[src/rtl/adpll_gain_scheduler.sv]
// ADPLL loop-filter gain scheduler: steps kp/ki from acquisition to
// tracking gains and flags lock after sustained small phase error.
module adpll_gain_scheduler #(
  parameter int ERROR_WIDTH   = 5,
  parameter int KP_WIDTH      = 5,
  parameter int KI_WIDTH      = 7,
  parameter logic [KP_WIDTH-1:0] KP_ACQ = 5'd8,
  parameter logic [KI_WIDTH-1:0] KI_ACQ = 7'd16,
  parameter logic [KP_WIDTH-1:0] KP_TRK = 5'd2,
  parameter logic [KI_WIDTH-1:0] KI_TRK = 7'd2,
  parameter int LOCK_THRESH   = 2,
  parameter int UNLOCK_THRESH = 6,
  parameter int ACQ_COUNT     = 16,
  parameter int LOCK_COUNT    = 32,
  parameter int UNLOCK_COUNT  = 4,
  parameter int CNT_WIDTH     = 8
) (
  input  logic                   gen_clk_i,
  input  logic                   reset_i,
  input  logic                   enable_i,
  input  logic                   sample_valid_i,
  input  logic [ERROR_WIDTH-1:0] error_i,
  output logic [KP_WIDTH-1:0]    kp_o,
  output logic [KI_WIDTH-1:0]    ki_o,
  output logic                   lock_o,
  output logic                   gain_update_o,
  output logic [1:0]             state_o
);

  typedef enum logic [1:0] {
    IDLE    = 2'd0,
    ACQUIRE = 2'd1,
    TRACK   = 2'd2,
    LOCKED  = 2'd3
  } state_e;

  localparam int MW = ERROR_WIDTH + 1;

  localparam logic [CNT_WIDTH-1:0] ACQ_LAST =
    CNT_WIDTH'(ACQ_COUNT - 1);
  localparam logic [CNT_WIDTH-1:0] LOCK_LAST =
    CNT_WIDTH'(LOCK_COUNT - 1);
  localparam logic [CNT_WIDTH-1:0] UNLOCK_LAST =
    CNT_WIDTH'(UNLOCK_COUNT - 1);
  localparam logic [CNT_WIDTH-1:0] CNT_ONE =
    CNT_WIDTH'(1);

  state_e                state_q;
  logic [KP_WIDTH-1:0]   kp_q;
  logic [KI_WIDTH-1:0]   ki_q;
  logic                  lock_q;
  logic                  upd_q;
  logic [CNT_WIDTH-1:0]  in_cnt_q;
  logic [CNT_WIDTH-1:0]  out_cnt_q;

  // One extra bit so the most-negative error has a representable magnitude.
  logic [MW-1:0] err_ext;
  logic [MW-1:0] err_mag;
  logic          in_band;
  logic          out_band;

  always_comb begin
    err_ext  = {error_i[ERROR_WIDTH-1], error_i};
    err_mag  = err_ext[MW-1] ? (~err_ext + MW'(1)) : err_ext;
    in_band  = err_mag <= MW'(LOCK_THRESH);
    out_band = err_mag >  MW'(UNLOCK_THRESH);
  end

  always_ff @(posedge gen_clk_i or posedge reset_i) begin
    if (reset_i) begin
      state_q   <= IDLE;
      kp_q      <= '0;
      ki_q      <= '0;
      lock_q    <= 1'b0;
      upd_q     <= 1'b0;
      in_cnt_q  <= '0;
      out_cnt_q <= '0;
    end else begin
      upd_q <= 1'b0;
      if (!enable_i) begin
        if (state_q != IDLE) begin
          state_q <= IDLE;
          kp_q    <= '0;
          ki_q    <= '0;
          lock_q  <= 1'b0;
          upd_q   <= 1'b1;
        end
        in_cnt_q  <= '0;
        out_cnt_q <= '0;
      end else begin
        unique case (state_q)
          IDLE: begin
            state_q   <= ACQUIRE;
            kp_q      <= KP_ACQ;
            ki_q      <= KI_ACQ;
            upd_q     <= 1'b1;
            in_cnt_q  <= '0;
            out_cnt_q <= '0;
          end
          ACQUIRE: begin
            if (sample_valid_i) begin
              if (!in_band) begin
                in_cnt_q <= '0;
              end else if (in_cnt_q == ACQ_LAST) begin
                state_q  <= TRACK;
                kp_q     <= KP_TRK;
                ki_q     <= KI_TRK;
                upd_q    <= 1'b1;
                in_cnt_q <= '0;
              end else begin
                in_cnt_q <= in_cnt_q + CNT_ONE;
              end
            end
          end
          TRACK: begin
            if (sample_valid_i) begin
              unique case (1'b1)
                out_band: begin
                  state_q  <= ACQUIRE;
                  kp_q     <= KP_ACQ;
                  ki_q     <= KI_ACQ;
                  upd_q    <= 1'b1;
                  in_cnt_q <= '0;
                end
                in_band: begin
                  if (in_cnt_q == LOCK_LAST) begin
                    state_q  <= LOCKED;
                    lock_q   <= 1'b1;
                    in_cnt_q <= '0;
                  end else begin
                    in_cnt_q <= in_cnt_q + CNT_ONE;
                  end
                end
                default: in_cnt_q <= '0;
              endcase
            end
          end
          LOCKED: begin
            if (sample_valid_i) begin
              if (!out_band) begin
                out_cnt_q <= '0;
              end else if (out_cnt_q == UNLOCK_LAST) begin
                state_q   <= ACQUIRE;
                lock_q    <= 1'b0;
                kp_q      <= KP_ACQ;
                ki_q      <= KI_ACQ;
                upd_q     <= 1'b1;
                out_cnt_q <= '0;
              end else begin
                out_cnt_q <= out_cnt_q + CNT_ONE;
              end
            end
          end
          default: state_q <= IDLE;
        endcase
      end
    end
  end

  assign kp_o          = kp_q;
  assign ki_o          = ki_q;
  assign lock_o        = lock_q;
  assign gain_update_o = upd_q;
  assign state_o       = state_q;

endmodule

[config.mk]
export PLATFORM = sky130hd
export DESIGN_NAME = adpll_gain_scheduler
export DESIGN_NICKNAME = d
export VERILOG_FILES = /design/src/rtl/adpll_gain_scheduler.sv
export SDC_FILE = /design/constraint.sdc
export NUM_CORES = 1
export LEC_CHECK = 0
export BUFFER_PORTS_ARGS = -buffer_cell sky130_fd_sc_hd__buf_2
export CORE_MARGIN = 1.5
export CORE_UTILIZATION = 61
export DETAILED_ROUTE_END_ITERATION = 10
export GPL_TIMING_DRIVEN = 0
export PLACE_DENSITY_LB_ADDON = 0.15
export SYNTH_ARGS = -nofsm -noshare
export SYNTH_HDL_FRONTEND = slang
export SYNTH_SLANG_ARGS = --single-unit
export TNS_END_PERCENT = 20
[constraint.sdc]
create_clock -name gen_clk_i -period 6.9 [get_ports gen_clk_i]
set_clock_uncertainty 0.1 [all_clocks]
set_input_delay 0.69 -clock gen_clk_i [delete_from_list [all_inputs] [get_ports gen_clk_i]]
set_output_delay 0.69 -clock gen_clk_i [all_outputs]
set_load 0.1 [all_outputs]
# After elaboration in Yosys (flattened, before gate mapping)
# Index checks and enable logic that the tools add are counted.
# op_classes
magnitude_cmp	2
n_mux	68
reduce_logical	8
n_addsub	3
n_bitwise	1
eq_ne	21
# ops
cell	n
$mux W8	11
$mux W7	10
$mux W5	10
$ne A3 B3 Y1 const B	10
$pmux W7 S4	1
$pmux W8 S3	1
$mux W2	10
$pmux W5 S4	1
$mux W1	18
$add A8 B1 Y8 const B	2
$pmux W8 S2	1
$reduce_and A10 Y1	1
$reduce_and A9 Y1	1
$eq A8 B2 Y1 const B	1
$eq A8 B4 Y1 const B	1
$eq A8 B5 Y1 const B	1
$ne A4 B4 Y1 const B	2
$pmux W2 S4	1
$reduce_and A8 Y1	1
$add A6 B1 Y6 const B	1
$gt A6 B3 Y1 const B	1
$le A6 B2 Y1 const B	1
$mux W6	1
$ne A3 B1 Y1 const B	2
other kinds (11)	13
# word_totals
wordCells	110
inputBits	9
regBits	32
output_inout_bits	16

# Longest topological paths before layout
# Gate-level depths: netlist of the first run.
# depth
depth_word	8
mapped_depth	10
ltp_nobuf	8

# Worst setup path after synthesis of the first run
# No wires, ideal clock.
# synth_path
path_type	register to register
start	register state_q[0], in the netlist state_o[0]
end	register state_q[1], in the netlist state_o[1]
setup_ps	84
t_arrival_ps	2695
path_stages_with_launch	8
path_buffers	0
required_time_ps	6716
period_less_slack_ps	2878
path_slack_ps	4022
path_cell_list	dfrtp_1 > inv_1 > ha_1 > or2_2 > a211o_1 > o21bai_4 > or4_1 > o21ai_0
# synth_between
elab_chain_len	3
elab_cells_between_ends	18
classes_between	eq/ne: 12; mux: 2; reduce/logical: 4
# synth_lines
element	line	rtl
from (decl)	48	state_e state_q;
from (signal assigned)	71	state_q <= IDLE;
from (signal assigned)	82	state_q <= IDLE;
from (signal assigned)	93	state_q <= ACQUIRE;
$eq A2 B2 Y1 (tied with other cells)	91	unique case (state_q)
$ne A4 B4 Y1 (no source line) (tied with other cells)	n/a	
$reduce_and A10 Y1 (no source line) or $mux W2 (tied branches)	n/a	
# Several ways; a longest one is shown, not always the timed one.
# A chain may end at the register's enable or synchronous reset.

# Worst setup path after layout of the first run
# layout_path
start	input port error_i[0]
end	register in_cnt_q[3]
# layout_between
elab_chain_len	8
elab_cells_between_ends	10
classes_between	add/sub: 1; order compare: 1; mux: 7; bitwise: 1
# layout_lines
element	line	rtl
from (decl)	22	input logic [ERROR_WIDTH-1:0] error_i,
$not A6 Y6	64	err_mag = err_ext[MW-1] ? (~err_ext + MW'(1)) : err_ext;
$add A6 B1 Y6	64	
$mux W6 *	64	
$le A6 B2 Y1 *	65	in_band = err_mag <= MW'(LOCK_THRESH);
$mux W8, on equally long branches	117, 102	
$mux W8, on equally long branches	116, 101	
$pmux W8 S3 *	91	
$mux W8 *	80	if (!enable_i) begin
to (signal assigned)	111	in_cnt_q <= in_cnt_q + CNT_ONE;
to (signal assigned)	131	in_cnt_q <= in_cnt_q + CNT_ONE;
to (decl)	53	logic [CNT_WIDTH-1:0] in_cnt_q;
# Mark *: on every way between the ends. The rest lies on a longest branch, timed or not. The select of a mux whose other input is x is not followed.

==> results by group, run 1 <==
Run status
  • Status: complete, no violations

Worst setup path
  • Max FO, Critical Path: 7
  • WS Path Type: in -> reg
  • Reg-to-Reg End: state_o[1]
  • Worst Path Buf+Inv: 2
  • Biggest cell delay along the critical path: 0.64 ns
  • Setup crit start kind: primary input
  • Critical path depth: 9
  • Crit-path slowest cell: nor4_1
  • CP cell instances: buf_2, inv_1, ha_1, mux2_2, and2_1, nor4_1, o21ai_0, o2bb2a_1, o31ai_1
  • Flop2flop setup slack: 4.28 ns
  • Worst R2R Path Depth: 6
  • CP delay by family, top: simple AND/OR/NAND/NOR gates
  • Arr. time, crit path: 3.02 ns
  • R2r startpoint: out_cnt_q[4]
  • Data required, critical path: 7.03 ns
  • Endpoint type of the worst setup path: flop
  • Crit path launch: error_i[0]
  • Worst Setup EP: in_cnt_q[3]

STA
  • Fin crit period: 2.89 ns
  • Final period utilization: 41.8%
  • Finish-stage setup viols: 0
  • Measured slew at the worst slew-check pin: 0.818 ns
  • Peak Freq: 346 MHz
  • Post-route setup TNS: 0 ns
  • Final Worst Setup Slack: 4.01 ns
  • Slew Viols, Final: 0
  • Rel. slew slack: 45.4%
  • Hold Fails Final Rpt: 0
  • Unrepaired setup endpoints after global routing: no

Synth
  • Cells after Synth: 195
  • Yosys warns: 0
  • Yosys reg bits: 22
  • Syn avg cell area: 8.30 sq um
  • Netlist cell types: 41
  • Post-synth EDFFs: 0
  • Main synth FF type: dfrtp_1
  • Mapped Area: 0.00162 sq mm
  • Sequential fraction of the synthesis area: 34.0%
  • Asr flop ratio synth: 100%

GRT
  • Gr usage total: 25.7%
  • GRT Residual Overflow: 0
  • First-pass GRT wire length: 5640 um
  • Global Route met1 Usage: 34.0%
  • Global Route met3 Usage: 3.28%
  • Met2 usage: 43.0%
  • Vias in the first global route: 1356
  • Gr busiest metal: met2
  • Initial antenna violation count: 0
  • Largest net degree at the start of global routing: 23

Placement
  • Hpwl dp: 2670 um
  • Final RePlAce weighted congestion: 0.936
  • Worst slack, placed: 3.76 ns
  • I/O Buffers: 16

Route
  • WL final: 3480 um
  • Drt initial violations: 39
  • Post-DRT Antenna Nets: 0
  • Via density: 5.99
  • Vias: 1504
  • TritonRoute pass-1 iters: 4
  • Routed wire per std cell: 13.9 um
  • DR DRC count: 0

Pwr
  • PD cells: 331 mW/mm^2
  • Peak VDD IR: 0.487 mV
  • Leak: 0.000831 uW

Floorplanning
  • Die area: 0.00297 sq mm
  • Starting Density: 64.7%
  • IO Pins: 25
  • Core area: 0.00250 sq mm
  • Cell row count: 18
  • Die W: 54.5 um
  • Die H: 54.5 um

Job
  • Max cap viols: 0

Clock network
  • TritonCTS clock tree: done
  • Sink Count: 22
  • Post-CTS setup buffers: 0
  • Hold Buf Count CTS: 0
  • CTS Root Cell: clkbuf_4
  • CTS H-tree lvls: 1
  • CTS clock-pin slew for the worst setup and hold paths: 0.13 ns
  • Skew-Pair Late Insertion Delay: 0.31 ns
  • Num CTS Buffers: 3
  • Max Root-Sink Buffers: 2
  • Post_cts resized: 0

Finish
  • Synth-to-layout area growth: 10.3%
  • Share of cells above drive strength 1: 17.6%
  • Final nets: 239
  • Number of diodes: 0

Min path
  • Worst hold path class: in -> async
[metal layers]
metal,vias to the layer above,part of all wire [%]
li1,745,-
met1,707,45
met2,47,48
met3,5,5.5
met4,0,1.1
met5,-,0
[per-stage QoR]
stage / hold slack, ns / utilization, % / cells / cell area (sq um) / power, uW
after floorplan: 0.367 / - / 202 / 1640 / 471
after global placement: 0.389 / 70.5 / 248 / 1760 / 522
after detailed placement: 0.413 / 70.5 / 248 / 1760 / 531
after CTS: 0.431 / 71.4 / 251 / 1780 / 590
after global routing: 0.460 / 71.4 / 251 / 1780 / 621
final: 0.409 / 71.4 / 251 / 1780 / 591
[Yosys cell counts (4+ instances only)]
library cell | n | area share [%]
a22o_1 | 5 | 2.7
nand2_1 | 22 | 5.1
a21oi_1 | 9 | 2.8
dfrtp_1 | 22 | 34
nor3_1 | 8 | 2.5
clkbuf_1 | 4 | 0.93
o21ai_0 | 21 | 6.5
buf_4 | 10 | 4.6
nand3_1 | 10 | 3.1
nor2_1 | 9 | 2.1
inv_1 | 9 | 2.1
nand2b_1 | 7 | 2.7
and3_1 | 6 | 2.3
ha_1 | 7 | 5.4
[power breakdown]
group,internal (uW),switching [uW]
logic,97.7,277
clock network,20.4,39.8
registers,143,12.8
[cells by family (layout without fill, tap and decap cells)]
logic type / count (synthesis) / in the layout / share of synthesized area, %
DFF: 22 / 22 / 34.0
AOI/OAI and AO/OA: 56 / 56 / 23.5
other: 1 / 8 / 0.232
adders and majority gates: 7 / 7 / 5.41
and+or+nand+nor: 78 / 78 / 24.5
xor gates and xnor gates: 2 / 2 / 1.08
buffers and inverters: 24 / 43 / 7.89
muxes: 5 / 5 / 3.33
[worst min path at each step]
stage,start,end,slack (ns),cells after the start
finish,reset_i,out_cnt_q[7],0.41,2
global route,out_cnt_q[0],out_cnt_q[0],0.46,1
CTS,out_cnt_q[6],out_cnt_q[6],0.43,1
detailed placement,out_cnt_q[2],out_cnt_q[2],0.41,2
global placement,out_cnt_q[1],out_cnt_q[1],0.39,2
floorplan,out_cnt_q[2],out_cnt_q[2],0.37,2
[flip-flops by register name (all words and copies together) (netlist names)]
name,count
gain_update_o,1
out_cnt_q,8
ki_o,2
in_cnt_q,8
state_o,2
lock_o,1
[placed cells by master (no fill, tap or decap), types with 2 or more instances in the layout]
cell type | synthesis | routed
nand2_1 | 22 | 22
dfrtp_1 | 22 | 22
o21ai_0 | 21 | 21
buf_2 | 0 | 16
nand3_1 | 10 | 10
buf_4 | 10 | 10
inv_1 | 9 | 9
a21oi_1 | 9 | 9
nor2_1 | 9 | 9
nor3_1 | 8 | 8
conb_1 | 1 | 8
nand2b_1 | 7 | 7
ha_1 | 7 | 7
and3_1 | 6 | 6
a22o_1 | 5 | 5
clkbuf_1 | 4 | 4
o41ai_1 | 3 | 3
mux2_2 | 3 | 3
and2_1 | 3 | 3
nor4_1 | 3 | 3
or2_2 | 3 | 3
nor2b_1 | 3 | 3
clkbuf_4 | 0 | 3
o311a_1 | 2 | 2
mux2i_1 | 2 | 2
a211o_1 | 2 | 2
a31oi_1 | 2 | 2
o31ai_1 | 2 | 2
a31o_2 | 2 | 2
o32ai_1 | 2 | 2
[cell type report]
cell class | instances | area, sq um
buffer | 15 | 93.8
clock buffer | 3 | 22.5
fill | 211 | 716
inverter | 9 | 33.8
multi-input combinational | 156 | 966
sequential | 22 | 551
tap | 30 | 37.5
timing repair buffer | 16 | 80.1
Note: power is estimated with default switching activity, not from simulation.
==> inputs of run 2 (changes only) <==
--- a/config.mk
+++ b/config.mk
@@ -7,7 +7,7 @@
 export LEC_CHECK = 0
 export BUFFER_PORTS_ARGS = -buffer_cell sky130_fd_sc_hd__buf_2
 export CORE_MARGIN = 1.5
-export CORE_UTILIZATION = 61
+export CORE_UTILIZATION = 56
 export DETAILED_ROUTE_END_ITERATION = 10
 export GPL_TIMING_DRIVEN = 0
 export PLACE_DENSITY_LB_ADDON = 0.15
==> constraint.sdc (replaced) <==
create_clock -name gen_clk_i -period 3 [get_ports gen_clk_i]
set_clock_uncertainty 0.1 [all_clocks]
set_input_delay 0.3 -clock gen_clk_i [delete_from_list [all_inputs] [get_ports gen_clk_i]]
set_output_delay 0.3 -clock gen_clk_i [all_outputs]
set_load 0.1 [all_outputs]
==> run 2 against run 1 <==
Hold slack lost 0.38 ns. Register-to-register slack got worse by 3.9 ns. Final cell count grew 0.80%. Critical endpoint is now state_o[0]. Largest power group unchanged.
==> results by group, run 2 (same netlist as run 1, synthesis figures left out) <==
Worst setup path
  • Worst Path Buf+Inv: 4
  • CP cell instances: inv_1, ha_1, clkbuf_1, inv_1, a31oi_1, inv_1, o32ai_1, mux2_2, a22o_1
  • R2r startpoint: state_o[0]
  • Biggest cell delay along the critical path: 0.46 ns
  • Reg-to-Reg End: state_o[0]
  • Crit-path slowest cell: dfrtp_1
  • Critical Path Most Common Cell: inv_1
  • Setup crit start kind: flop
  • Arr. time, crit path: 2.76 ns
  • Endpoint type of the worst setup path: flop
  • CP delay by family, top: compound AO/OA/AOI/OAI gates
  • Data required, critical path: 3.12 ns
  • Flop2flop setup slack: 0.36 ns
  • Worst R2R Path Depth: 9
  • Max FO, Critical Path: 10
  • WS Path Type: reg -> reg

STA
  • Measured slew at the worst slew-check pin: 0.826 ns
  • Rel. slew slack: 44.8%
  • Final Worst Setup Slack: 0.357 ns
  • Post-route setup TNS: 0 ns
  • Peak Freq: 378 MHz
  • Unrepaired setup endpoints after global routing: no
  • Hold Fails Final Rpt: 0
  • Fin crit period: 2.64 ns
  • Slew Viols, Final: 0
  • Final period utilization: 88.1%
  • Finish-stage setup viols: 0

Placement
  • Worst slack, placed: 0.230 ns
  • Cell area after placement: 0.00176 sq mm
  • I/O Buffers: 16
  • Final RePlAce weighted congestion: 0.879
  • Hpwl dp: 2700 um

Finish
  • Synth-to-layout area growth: 12.2%
  • Most frequent cells in the layout: nand2_1 (22), dfrtp_1 (22), o21ai_0 (21)
  • Largest registers: in_cnt_q x8, out_cnt_q x8
  • Number of diodes: 0
  • Fin area: 0.00182 sq mm
  • Final nets: 239
  • Share of cells above drive strength 1: 18.0%

GRT
  • Gr usage total: 25.0%
  • Largest net degree at the start of global routing: 23
  • GRT Residual Overflow: 0
  • First-pass GRT wire length: 6550 um
  • Initial antenna violation count: 0
  • Vias in the first global route: 1547

Pwr
  • Logic pwr share: 59.4%
  • Clock network power share: 16.0%
  • Internal: 689 uW
  • Peak VDD IR: 0.868 mV
  • Sw frac: 52.6%
  • Net Switching: 764 uW
  • Sequential power share: 24.6%
  • PD cells: 800 mW/mm^2
  • Leak: 0.000845 uW

Clock network
  • Post_cts resized: 0
  • Hold Buf Count CTS: 0
  • Post-CTS setup buffers: 0
  • Skew-Pair Late Insertion Delay: 0.31 ns
  • TritonCTS clock tree: done
  • Num CTS Buffers: 3
  • Max Root-Sink Buffers: 2
  • CTS Root Cell: clkbuf_4
  • CTS clock-pin slew for the worst setup and hold paths: 0.13 ns
  • CTS H-tree lvls: 1
  • Sink Count: 22

Route
  • Met3 WL: 242 um
  • DR DRC count: 0
  • WL final: 3610 um
  • Met2 wire len: 1770 um
  • Via density: 6.05
  • Vias: 1530
  • Routed wire per std cell: 14.3 um
  • Uppermost routed layer: met4
  • Post-DRT Antenna Nets: 0
  • Drt initial violations: 105
  • TritonRoute pass-1 iters: 4
  • Met1 wire length: 1540 um

Floorplanning
  • Die H: 56.8 um
  • IO Pins: 25
  • Cell row count: 19
  • Die W: 56.8 um
  • Starting Density: 58.7%
  • Core area: 0.00276 sq mm
  • Die area: 0.00322 sq mm

Job
  • Max cap viols: 0

Run status
  • Status: complete, no violations

Min path
  • Worst hold path class: in -> async
## run 2: cell types whose count changed in the layout (fill, tap and decap cells not counted)
cell | previous run | this run
bufinv_16 | 0 | 1
## run 2: power by group through the flow
stage               registers (uW)  logic [uW]  clock network (uW)
floorplan                      593         491                   0
global placement               361         845                   0
detailed placement             364         855                   0
CTS                            358         861                 236
global route                   363         918                 247
finish                         358         863                 232
## run 2: worst max-delay path by stage
stage                       startpoint           to  slack (ns)  depth (start not counted)
after CTS                 out_cnt_q[4]   state_o[1]        0.38                          6
after floorplan             state_o[0]   state_o[1]        0.12                          7
final                       state_o[0]   state_o[0]        0.36                          9
after global placement      error_i[0]  in_cnt_q[3]        0.31                          9
after global routing        state_o[0]   state_o[0]        0.18                          9
after detailed placement    error_i[0]  in_cnt_q[3]        0.23                          9
## run 2: through the flow
stage	utilization [%]	hold slack [ns]	std cells	total power [uW]
floorplan	-	0.189	202	1080
global placement	63.9	0.389	249	1210
detailed placement	63.9	0.410	249	1220
CTS	65.8	0.0610	253	1450
global route	65.8	0.113	253	1530
finish	65.8	0.0255	253	1450
## run 2: cell type report
class,instances,area [sq um]
Multi-Input combinational cell,156,966
Clock inverter,1,30.0
Fill cell,241,942
Clock buffer,3,22.5
Timing Repair Buffer,16,80.1
Tap cell,31,38.8
Buffer,15,93.8
Sequential cell,22,551
Inverter,9,33.8
## run 2: per-layer routing
layer	vias up	global-route usage (%)
met5	-	0
met4	0	9.30
met3	12	3.00
met2	66	42.7
met1	702	32.2
li1	750	-
==> inputs of run 3 (changes only) <==
--- a/config.mk
+++ b/config.mk
@@ -6,8 +6,10 @@
 export NUM_CORES = 1
 export LEC_CHECK = 0
 export BUFFER_PORTS_ARGS = -buffer_cell sky130_fd_sc_hd__buf_2
+export CELL_PAD_IN_SITES_DETAIL_PLACEMENT = 0
+export CELL_PAD_IN_SITES_GLOBAL_PLACEMENT = 1
 export CORE_MARGIN = 1.5
-export CORE_UTILIZATION = 56
+export CORE_UTILIZATION = 38
 export DETAILED_ROUTE_END_ITERATION = 10
 export GPL_TIMING_DRIVEN = 0
 export PLACE_DENSITY_LB_ADDON = 0.15
==> constraint.sdc (replaced) <==
create_clock -name gen_clk_i -period 2.25 [get_ports gen_clk_i]
set_clock_uncertainty 0.1 [all_clocks]
set_input_delay 0.225 -clock gen_clk_i [delete_from_list [all_inputs] [get_ports gen_clk_i]]
set_output_delay 0.225 -clock gen_clk_i [all_outputs]
set_load 0.1 [all_outputs]
==> run 3 against run 2 <==
The flow now finishes with violations (setup timing). Sequential cell count did not move. Maximum frequency grew 12%. Combinational power grew 45%. Final cell count rose by 8.7%. Via count decreased by 1.7%. Global-route usage shrank 6.5 points. Clock-buffer cell count unchanged. Setup slack got worse by 0.47 ns. Power rose by 46%. Cell area up 10%. Critical path type unchanged.
==> results by group, run 3 (same netlist as run 1, synthesis figures left out) <==
Pwr
  • Peak VDD IR: 0.480 mV
  • Internal: 1050 uW
  • Leak: 0.000890 uW
  • Sequential power share: 23.4%
  • Clock network power share: 17.6%
  • Logic pwr share: 59.0%
  • PD cells: 1060 mW/mm^2
  • Net Switching: 1080 uW
  • Sw frac: 50.7%

Worst setup path
  • Data required, critical path: 2.35 ns
  • Worst R2R Path Depth: 6
  • WS Path Type: reg -> reg
  • Endpoint type of the worst setup path: flop
  • Arr. time, crit path: 2.46 ns
  • Setup crit start kind: flop
  • Max FO, Critical Path: 5
  • Flop2flop setup slack: -0.12 ns

STA
  • Finish-stage setup viols: 8
  • Measured slew at the worst slew-check pin: 0.912 ns
  • Peak Freq: 423 MHz
  • Final Worst Setup Slack: -0.116 ns
  • Fin crit period: 2.37 ns
  • Hold Fails Final Rpt: 0
  • Final period utilization: 105%
  • Post-route setup TNS: -0.495 ns
  • Rel. slew slack: 39.2%
  • Slew Viols, Final: 0
  • Unrepaired setup endpoints after global routing: yes

Finish
  • Fin util: 49.3%
  • Number of diodes: 0
  • Share of cells above drive strength 1: 26.7%
  • Sequential Area: 558 sq um
  • Largest registers: in_cnt_q x8, out_cnt_q x8
  • Final std cells w/o fill: 275
  • Fin area: 0.00200 sq mm
  • Synth-to-layout area growth: 23.7%
  • Fillers: 389
  • Most common cell after layout, fill and taps aside: nand2_1
  • Area taken by multi-input logic gates: 0.00106 sq mm
  • Final nets: 242
  • Most frequent cells in the layout: nand2_1 (22), dfrtp_1 (20), o21ai_0 (17)

Route
  • Routed wire per std cell: 14.5 um
  • TritonRoute pass-1 iters: 4
  • Drt initial violations: 84
  • Vias: 1504
  • DR DRC count: 0
  • Via density: 5.47
  • Post-DRT Antenna Nets: 0
  • WL final: 3990 um

Placement
  • Hpwl dp: 2900 um
  • Cell area after placement: 0.00184 sq mm
  • I/O Buffers: 16
  • Worst slack, placed: -0.415 ns
  • Final RePlAce weighted congestion: 0.828
  • DP Cell Count: 268

Clock network
  • Num CTS Buffers: 3
  • CTS Root Cell: clkbuf_8
  • Skew-Pair Late Insertion Delay: 0.27 ns
  • CTS clock-pin slew for the worst setup and hold paths: 0.09 ns
  • Sink Count: 22
  • Hold Buf Count CTS: 0
  • Max Root-Sink Buffers: 2
  • TritonCTS clock tree: done
  • CTS H-tree lvls: 1

Run status
  • Failing checks: setup timing
  • Status: finished with violations

Floorplanning
  • Die H: 68.3 um
  • Core area: 0.00406 sq mm
  • Die W: 68.3 um
  • IO Pins: 25
  • Starting Density: 39.9%
  • Die area: 0.00466 sq mm
  • Cell row count: 23

GRT
  • Vias in the first global route: 1398
  • GRT Residual Overflow: 0
  • Gr usage total: 18.5%
  • First-pass GRT wire length: 6450 um
  • Initial antenna violation count: 0
  • Largest net degree at the start of global routing: 23

Job
  • Max cap viols: 0

Min path
  • Worst hold path class: in -> async
## run 3: critical path, cell delays in order (launching register included)
cell and delay (ns):
dfrtp_1 0.43, or4_4 0.53, o311a_1 0.33, a211o_1 0.26, o21bai_4 0.17, or4_1 0.40
o21ai_1 0.08
## run 3: worst paths after layout
check / start / endpoint
worst min-delay path: reset_i / out_cnt_q[7]
worst max-delay path: out_cnt_q[5] / state_o[1]
max in group asynchronous: reset_i / state_o[1]
min in group gen_clk_i: enable_i / gain_update_o
worst max register to register: out_cnt_q[5] / state_o[1]
worst min register to register: out_cnt_q[6] / out_cnt_q[6]
## run 3: final cells by class
class | instances | share of cell area [%]
plain buffers | 14 | 5.25
clock buffers | 3 | 2.06
inverters | 9 | 1.69
flip-flops and latches | 22 | 27.9
repair buffers | 20 | 5.50
well taps | 50 | 3.13
multi-input cells | 156 | 53.0
clock inverters | 1 | 1.50
## run 3: power groups by stage
stage | Combinational, uW | Sequential, uW | Clock, uW
after floorplan | 678 | 809 | 0
after global placement | 1170 | 499 | 0
after detailed placement | 1180 | 504 | 0
after CTS | 1220 | 496 | 387
after global routing | 1340 | 505 | 402
final | 1250 | 496 | 375
## run 3: what timing repair did
| item | in CTS | in global routing |
|---|---|---|
| buffers inserted | 3 | 1 |
| hold endpoints to repair | 0 | 0 |
| endpoints found under the setup margin | 17 | 18 |
| gates resized for setup | 5 | 9 |
| pin swaps | 3 | 2 |
| cloned | 0 | 0 |
## run 3: metal layers
layer	vias to the layer above	routed length [um]	GRT usage [%]
met4	0	25	5.50
met2	27	2040	31.7
met3	2	131	3.78
met5	-	0	0
met1	727	1790	23.3
li1	748	-	-
## run 3: through the flow
step           total power, uW  hold slack (ns)
6_report                  2120           0.0414
5_1_grt                   2250            0.118
4_1_cts                   2110           0.0724
3_5_place_dp              1680            0.367
3_3_place_gp              1660            0.349
2_1_floorplan             1490            0.114
